===== src/rtl/vga_scan_controller.sv =====
// vga_scan_controller: raster scan generator with a pipe-matched sync/blank delay line and RGB332 to VGA DAC expansion.
// Optional colour-bar generator is built when VGA_TEST_PATTERN_EN is defined (adds input testPattern).
module vga_scan_controller #(
  parameter int H_VISIBLE  = 640,
  parameter int H_FRONT    = 16,
  parameter int H_SYNC     = 96,
  parameter int H_BACK     = 48,
  parameter int V_VISIBLE  = 480,
  parameter int V_FRONT    = 10,
  parameter int V_SYNC     = 2,
  parameter int V_BACK     = 33,
  parameter int PIPE_DELAY = 2
) (
  input  logic        clk,
  input  logic        resetN,
  input  logic        pixelEnable,
  input  logic [7:0]  pixelRGB,
`ifdef VGA_TEST_PATTERN_EN
  input  logic        testPattern,
`endif
  output logic [10:0] pixelX,
  output logic [10:0] pixelY,
  output logic        visible,
  output logic        startOfFrame,
  output logic [7:0]  VGA_R,
  output logic [7:0]  VGA_G,
  output logic [7:0]  VGA_B,
  output logic        VGA_HS,
  output logic        VGA_VS,
  output logic        VGA_BLANK_N
);
  localparam logic [10:0] H_LAST = 11'(H_VISIBLE + H_FRONT + H_SYNC + H_BACK - 1);
  localparam logic [10:0] V_LAST = 11'(V_VISIBLE + V_FRONT + V_SYNC + V_BACK - 1);
  localparam logic [10:0] H_ACT  = 11'(H_VISIBLE);
  localparam logic [10:0] V_ACT  = 11'(V_VISIBLE);
  localparam logic [10:0] HS_BEG = 11'(H_VISIBLE + H_FRONT);
  localparam logic [10:0] HS_END = 11'(H_VISIBLE + H_FRONT + H_SYNC - 1);
  localparam logic [10:0] VS_BEG = 11'(V_VISIBLE + V_FRONT);
  localparam logic [10:0] VS_END = 11'(V_VISIBLE + V_FRONT + V_SYNC - 1);
  logic [10:0] hcnt_q, hcnt_d, vcnt_q, vcnt_d;
  logic        visible_q, visible_d, sof_q, sof_d;
  logic [2:0]  dly_q [PIPE_DELAY];
  logic [2:0]  dly_d [PIPE_DELAY];
  logic        hs_q, hs_d, vs_q, vs_d, blank_q, blank_d;
  logic [23:0] rgb_q, rgb_d;
  logic [2:0]  tap;
  logic [7:0]  col;
  // next scan position; flags are derived from it so they line up with the counters
  always_comb begin
    hcnt_d    = (hcnt_q == H_LAST) ? '0 : hcnt_q + 11'd1;
    vcnt_d    = (hcnt_q != H_LAST) ? vcnt_q : (vcnt_q == V_LAST) ? '0 : vcnt_q + 11'd1;
    visible_d = (hcnt_d < H_ACT) && (vcnt_d < V_ACT);
    sof_d     = (hcnt_d == '0) && (vcnt_d == '0);
  end
  // scan counters start one step before (0,0) so the first enabled edge opens a frame
  always_ff @(posedge clk or negedge resetN)
    if (!resetN) begin
      hcnt_q    <= H_LAST;
      vcnt_q    <= V_LAST;
      visible_q <= 1'b0;
      sof_q     <= 1'b0;
    end else if (pixelEnable) begin
      hcnt_q    <= hcnt_d;
      vcnt_q    <= vcnt_d;
      visible_q <= visible_d;
      sof_q     <= sof_d;
    end
  // raw {hs, vs, blank} enter a shift register matching the drawer/mixer latency
  always_comb begin
    dly_d[0] = {~(hcnt_q >= HS_BEG && hcnt_q <= HS_END), ~(vcnt_q >= VS_BEG && vcnt_q <= VS_END), visible_q};
    for (int i = 1; i < PIPE_DELAY; i++) dly_d[i] = dly_q[i-1];
  end
  // delay line clears to idle sync and blanked video
  always_ff @(posedge clk or negedge resetN)
    if (!resetN) begin
      for (int i = 0; i < PIPE_DELAY; i++) dly_q[i] <= 3'b110;
    end else if (pixelEnable) begin
      dly_q <= dly_d;
    end
`ifdef VGA_TEST_PATTERN_EN
  localparam logic [10:0] BAR_W = 11'(H_VISIBLE / 8);
  localparam logic [7:0]  BARS [8] = '{8'hFF, 8'hFC, 8'h1F, 8'h1C, 8'hE3, 8'hE0, 8'h03, 8'h00};
  logic [10:0] hdly_q [PIPE_DELAY];
  logic [10:0] hdly_d [PIPE_DELAY];
  logic [10:0] bar_idx;
  // horizontal count delayed alongside sync picks the bar for the pixel leaving the pipe
  always_comb begin
    hdly_d[0] = hcnt_q;
    for (int i = 1; i < PIPE_DELAY; i++) hdly_d[i] = hdly_q[i-1];
    bar_idx = hdly_q[PIPE_DELAY-1] / BAR_W;
    col     = !testPattern ? pixelRGB : (bar_idx < 11'd8) ? BARS[bar_idx[2:0]] : 8'h00;
  end
  // delayed horizontal count for the bar generator
  always_ff @(posedge clk or negedge resetN)
    if (!resetN) begin
      for (int i = 0; i < PIPE_DELAY; i++) hdly_q[i] <= '0;
    end else if (pixelEnable) begin
      hdly_q <= hdly_d;
    end
`else
  // mixer colour is the only source
  always_comb col = pixelRGB;
`endif
  // expand RGB332 by bit replication and force black outside the active area
  always_comb begin
    tap     = dly_q[PIPE_DELAY-1];
    hs_d    = tap[2];
    vs_d    = tap[1];
    blank_d = tap[0];
    rgb_d   = tap[0] ? {col[7:5], col[7:5], col[7:6], col[4:2], col[4:2], col[4:3], {4{col[1:0]}}} : '0;
  end
  // output register re-aligns sync/blank with the returned colour
  always_ff @(posedge clk or negedge resetN)
    if (!resetN) begin
      hs_q    <= 1'b1;
      vs_q    <= 1'b1;
      blank_q <= 1'b0;
      rgb_q   <= '0;
    end else if (pixelEnable) begin
      hs_q    <= hs_d;
      vs_q    <= vs_d;
      blank_q <= blank_d;
      rgb_q   <= rgb_d;
    end
  assign pixelX       = hcnt_q;
  assign pixelY       = vcnt_q;
  assign visible      = visible_q;
  assign startOfFrame = sof_q;
  assign VGA_HS       = hs_q;
  assign VGA_VS       = vs_q;
  assign VGA_BLANK_N  = blank_q;
  assign VGA_R        = rgb_q[23:16];
  assign VGA_G        = rgb_q[15:8];
  assign VGA_B        = rgb_q[7:0];
endmodule


===== config.mk =====
export PLATFORM = sky130hd
export DESIGN_NAME = vga_scan_controller
export DESIGN_NICKNAME = d
export VERILOG_FILES = /design/src/rtl/vga_scan_controller.sv
export SDC_FILE = /design/constraint.sdc
export NUM_CORES = 1
export LEC_CHECK = 0
export CORE_MARGIN = 10
export CORE_UTILIZATION = 35
export CTS_BUF_LIST = sky130_fd_sc_hd__clkbuf_8
export CTS_CLUSTER_DIAMETER = 150
export DETAILED_ROUTE_END_ITERATION = 8
export SYNTH_ARGS = -nofsm -noshare
export SYNTH_HDL_FRONTEND = slang
export SYNTH_SLANG_ARGS = --single-unit

===== constraint.sdc =====
create_clock -name clk -period 6.4 [get_ports clk]
set_input_delay 0.64 -clock clk [delete_from_list [all_inputs] [get_ports clk]]
set_output_delay 0.64 -clock clk [all_outputs]
set_load 0.05 [all_outputs]

==> results.yml <==
layout:
  antennaDiodeCount: 0
  layout-drive-gt1-share_pct: 15.46
  nFillCells: 728
  final_area_mm2: 0.003147
  area.growth.synth_to_final_pct: 22.21
  fin_nets: 319
detailed_routing:
  viasPerCell: 5.132
  vias: 2068
  drt-pass1-iter-count: 4
  drtAntennaViolNets: 0
  remaining_drc_errors: 0
  wl_um: 6155
  wire_per_inst_um: 15.27
  drt_iter0_drc: 109
clock_tree:
  cts_resized: 0
  postCtsHoldBufs: 0
  cts.htree.levels: 2
  cts_setup_buffers: 0
  clk_latency_ns: 0.29
  cts_buffers: 5
  cts_buffer_depth: 2
  cts_tree: "built"
  clk_pin_slew_ns: 0.08
  cts.sinks: 41
  cts_root_buf: "clkbuf_8"
run:
  drv_cap: 0
yosys:
  synth_cell_types: 56
  synth_edf_count: 0
  synthTopCellsByCount: "dfrtp_1, o21ai_0, nand2_1, nand3_1, inv_1"
  ys_ff_latch: 41
  synth_warnings: 0
  yosysMostFrequentCell: "dfrtp_1"
  synth.area.mux_share_pct: 4.325
  synth_top_area_share_pct: 24.30
  ys_seq_area_share_pct: 40.62
  synth_top_family_by_area: "simple AND/OR/NAND/NOR gates"
  synthAdderAreaFrac_pct: 2.430
  syn_inst: 272
  synthSimpleGateAreaFrac_pct: 20.46
  synthFlopType: "dfrtp_1"
  yosysTopAreaCell: "dfrtp_1"
  syn_nets: 288
  synth_compound_gate_area_share_pct: 14.77
  ys_async_sr_fraction_pct: 100.0
  avgSynthCellArea_um2: 9.467
  syn_area_mm2: 0.002575
  synthTopCellsByArea: "dfrtp_1, dfstp_2, buf_4"
  synthXorXnorAreaFrac_pct: 5.102
global_route:
  grt_overflow_total: 0
  groute.usage.overall_pct: 11.05
  antenna_found_initial: 0
  grt_pass1_vias: 1981
  grt_pass1_wl_um: 10310
  grt_max_degree: 51
placed_design:
  dp_slack_ns: 3.535
  place_hpwl_um: 4469
  placed_area_mm2: 0.003050
  port_buffers: 61
  place.gp.congestion: 0.8687
power_and_ir_drop:
  power_frac_comb_pct: 36.5
  pwr-share-seq_pct: 41.6
  peakVddDrop_v: 0.0001694
  p_sw_mw: 0.3300
  leakage_nw: 1.219
  pwr-share-clk_pct: 21.8
  p_per_area_mw_per_mm2: 258.7
  internal_power_mw: 0.4840
  switching_share_pct: 40.54
die:
  die_w_um: 105.8
  rows: 31
  core_area_mm2: 0.007214
  die_h_um: 105.8
  dieArea_mm2: 0.01119
  initial_core_util_pct: 35.69
  ios: 62
timing:
  finalSetupViolCount: 0
  tightest_slew_ns: 0.9318
  rsz0062_at_grt: "false"
  hold_ws_ns: 0.4876
  final_max_slew_viol_count: 0
  finalHoldViolations: 0
  period_share_pct: 45.33
  skew_ns: 0.006691
  relSlewSlack_pct: 37.88
  fmax_mhz: 344.7
  fin_ws_ns: 3.499
  fin_tns_setup_ns: 0
  finalCriticalPeriod_ns: 2.901
run_status:
  outcome: "complete, no violations"
setup_path:
  worstSetupStartpoint: "pixelX[0]"
  crit_required_ns: 6.54
  start_kind: "flip-flop"
  endpoint_kind: "flip-flop"
  cp_max_fo: 21
  r2r-start: "pixelX[0]"
  crit_type: "flip-flop to flip-flop"
  arrival_ns: 3.04
worst_hold_path:
  hold_class: "input pin to async pin"
[cell usage in the layout, fill, tap and decap left out, types with 7 or more instances in the layout]
master,count
o21ai_0,23
nand2_1,20
xnor2_1,10
and3_1,7
dfstp_2,16
nand3_1,19
mux2_2,9
inv_1,18
dfrtp_1,25
clkdlybuf4s50_1,59
nor2_1,12
[final timing paths]
kind,to,slack [ns],depth (start not counted)
max,visible,3.50,7
min,pixelX[6],0.49,1
max reg2reg,visible,3.50,7
min reg2reg,dly_d[1],0.49,2
max in group asynchronous,visible,5.34,1
min in group clk,dly_d[1],0.49,2
[kinds of logic (layout without fill, tap and decap cells)]
family,after synthesis,after routing
adders and majority gates,5,5
xor gates and xnor gates,15,15
muxes,10,10
DFF,41,41
and+or+nand+nor,89,89
AOI/OAI and AO/OA,57,57
buffers and inverters,55,87
[critical path: stages (launching register included)]
cell and delay, ns:
dfstp_2 0.58, ha_1 0.24, and4_1 0.38, and4_1 0.65, and3_1 0.31, nor3_1 0.06
o311ai_1 0.38, o32ai_1 0.15
[power by group through the flow]
stage	clock network, mW	logic (mW)	registers, mW
floorplan	0	0.158	0.403
global placement	0	0.301	0.341
detailed placement	0	0.300	0.345
CTS	0.189	0.302	0.340
global route	0.197	0.316	0.348
finish	0.178	0.297	0.339
[state kept, by name, indices dropped and copies added, names as in the netlist, 3 cells and up]
signal,cells
dly_d,3
pixelX,11
pixelY,11
rgb_q,8
tap,3
[layout make-up]
type | count | area, um^2 | area share (%)
clock buffers | 6 | 82.58 | 2.624
clock inverters | 2 | 13.76 | 0.4374
inverters | 18 | 67.56 | 2.147
multi-input cells | 176 | 1212 | 38.53
flip-flops and latches | 41 | 1046 | 33.24
well taps | 99 | 123.9 | 3.936
repair buffers | 61 | 600.6 | 19.09
[metrics by stage]
stage / std cells / util (%) / total power [mW]
floorplan: 272 / - / 0.5614
global placement: 395 / 42.28 / 0.6417
detailed placement: 395 / 42.28 / 0.6446
CTS: 403 / 43.62 / 0.8309
global route: 403 / 43.62 / 0.8614
finish: 403 / 43.62 / 0.8139
[layer usage]
layer / GRT usage [%] / vias to the layer above / share of wire [%]
met5: 0 / - / 0
met4: 2.901 / 0 / 1.2
met3: 4.263 / 8 / 8.1
met2: 17.18 / 71 / 45
met1: 14.01 / 967 / 45
li1: - / 1022 / -
(Power assumes the default switching activity.)
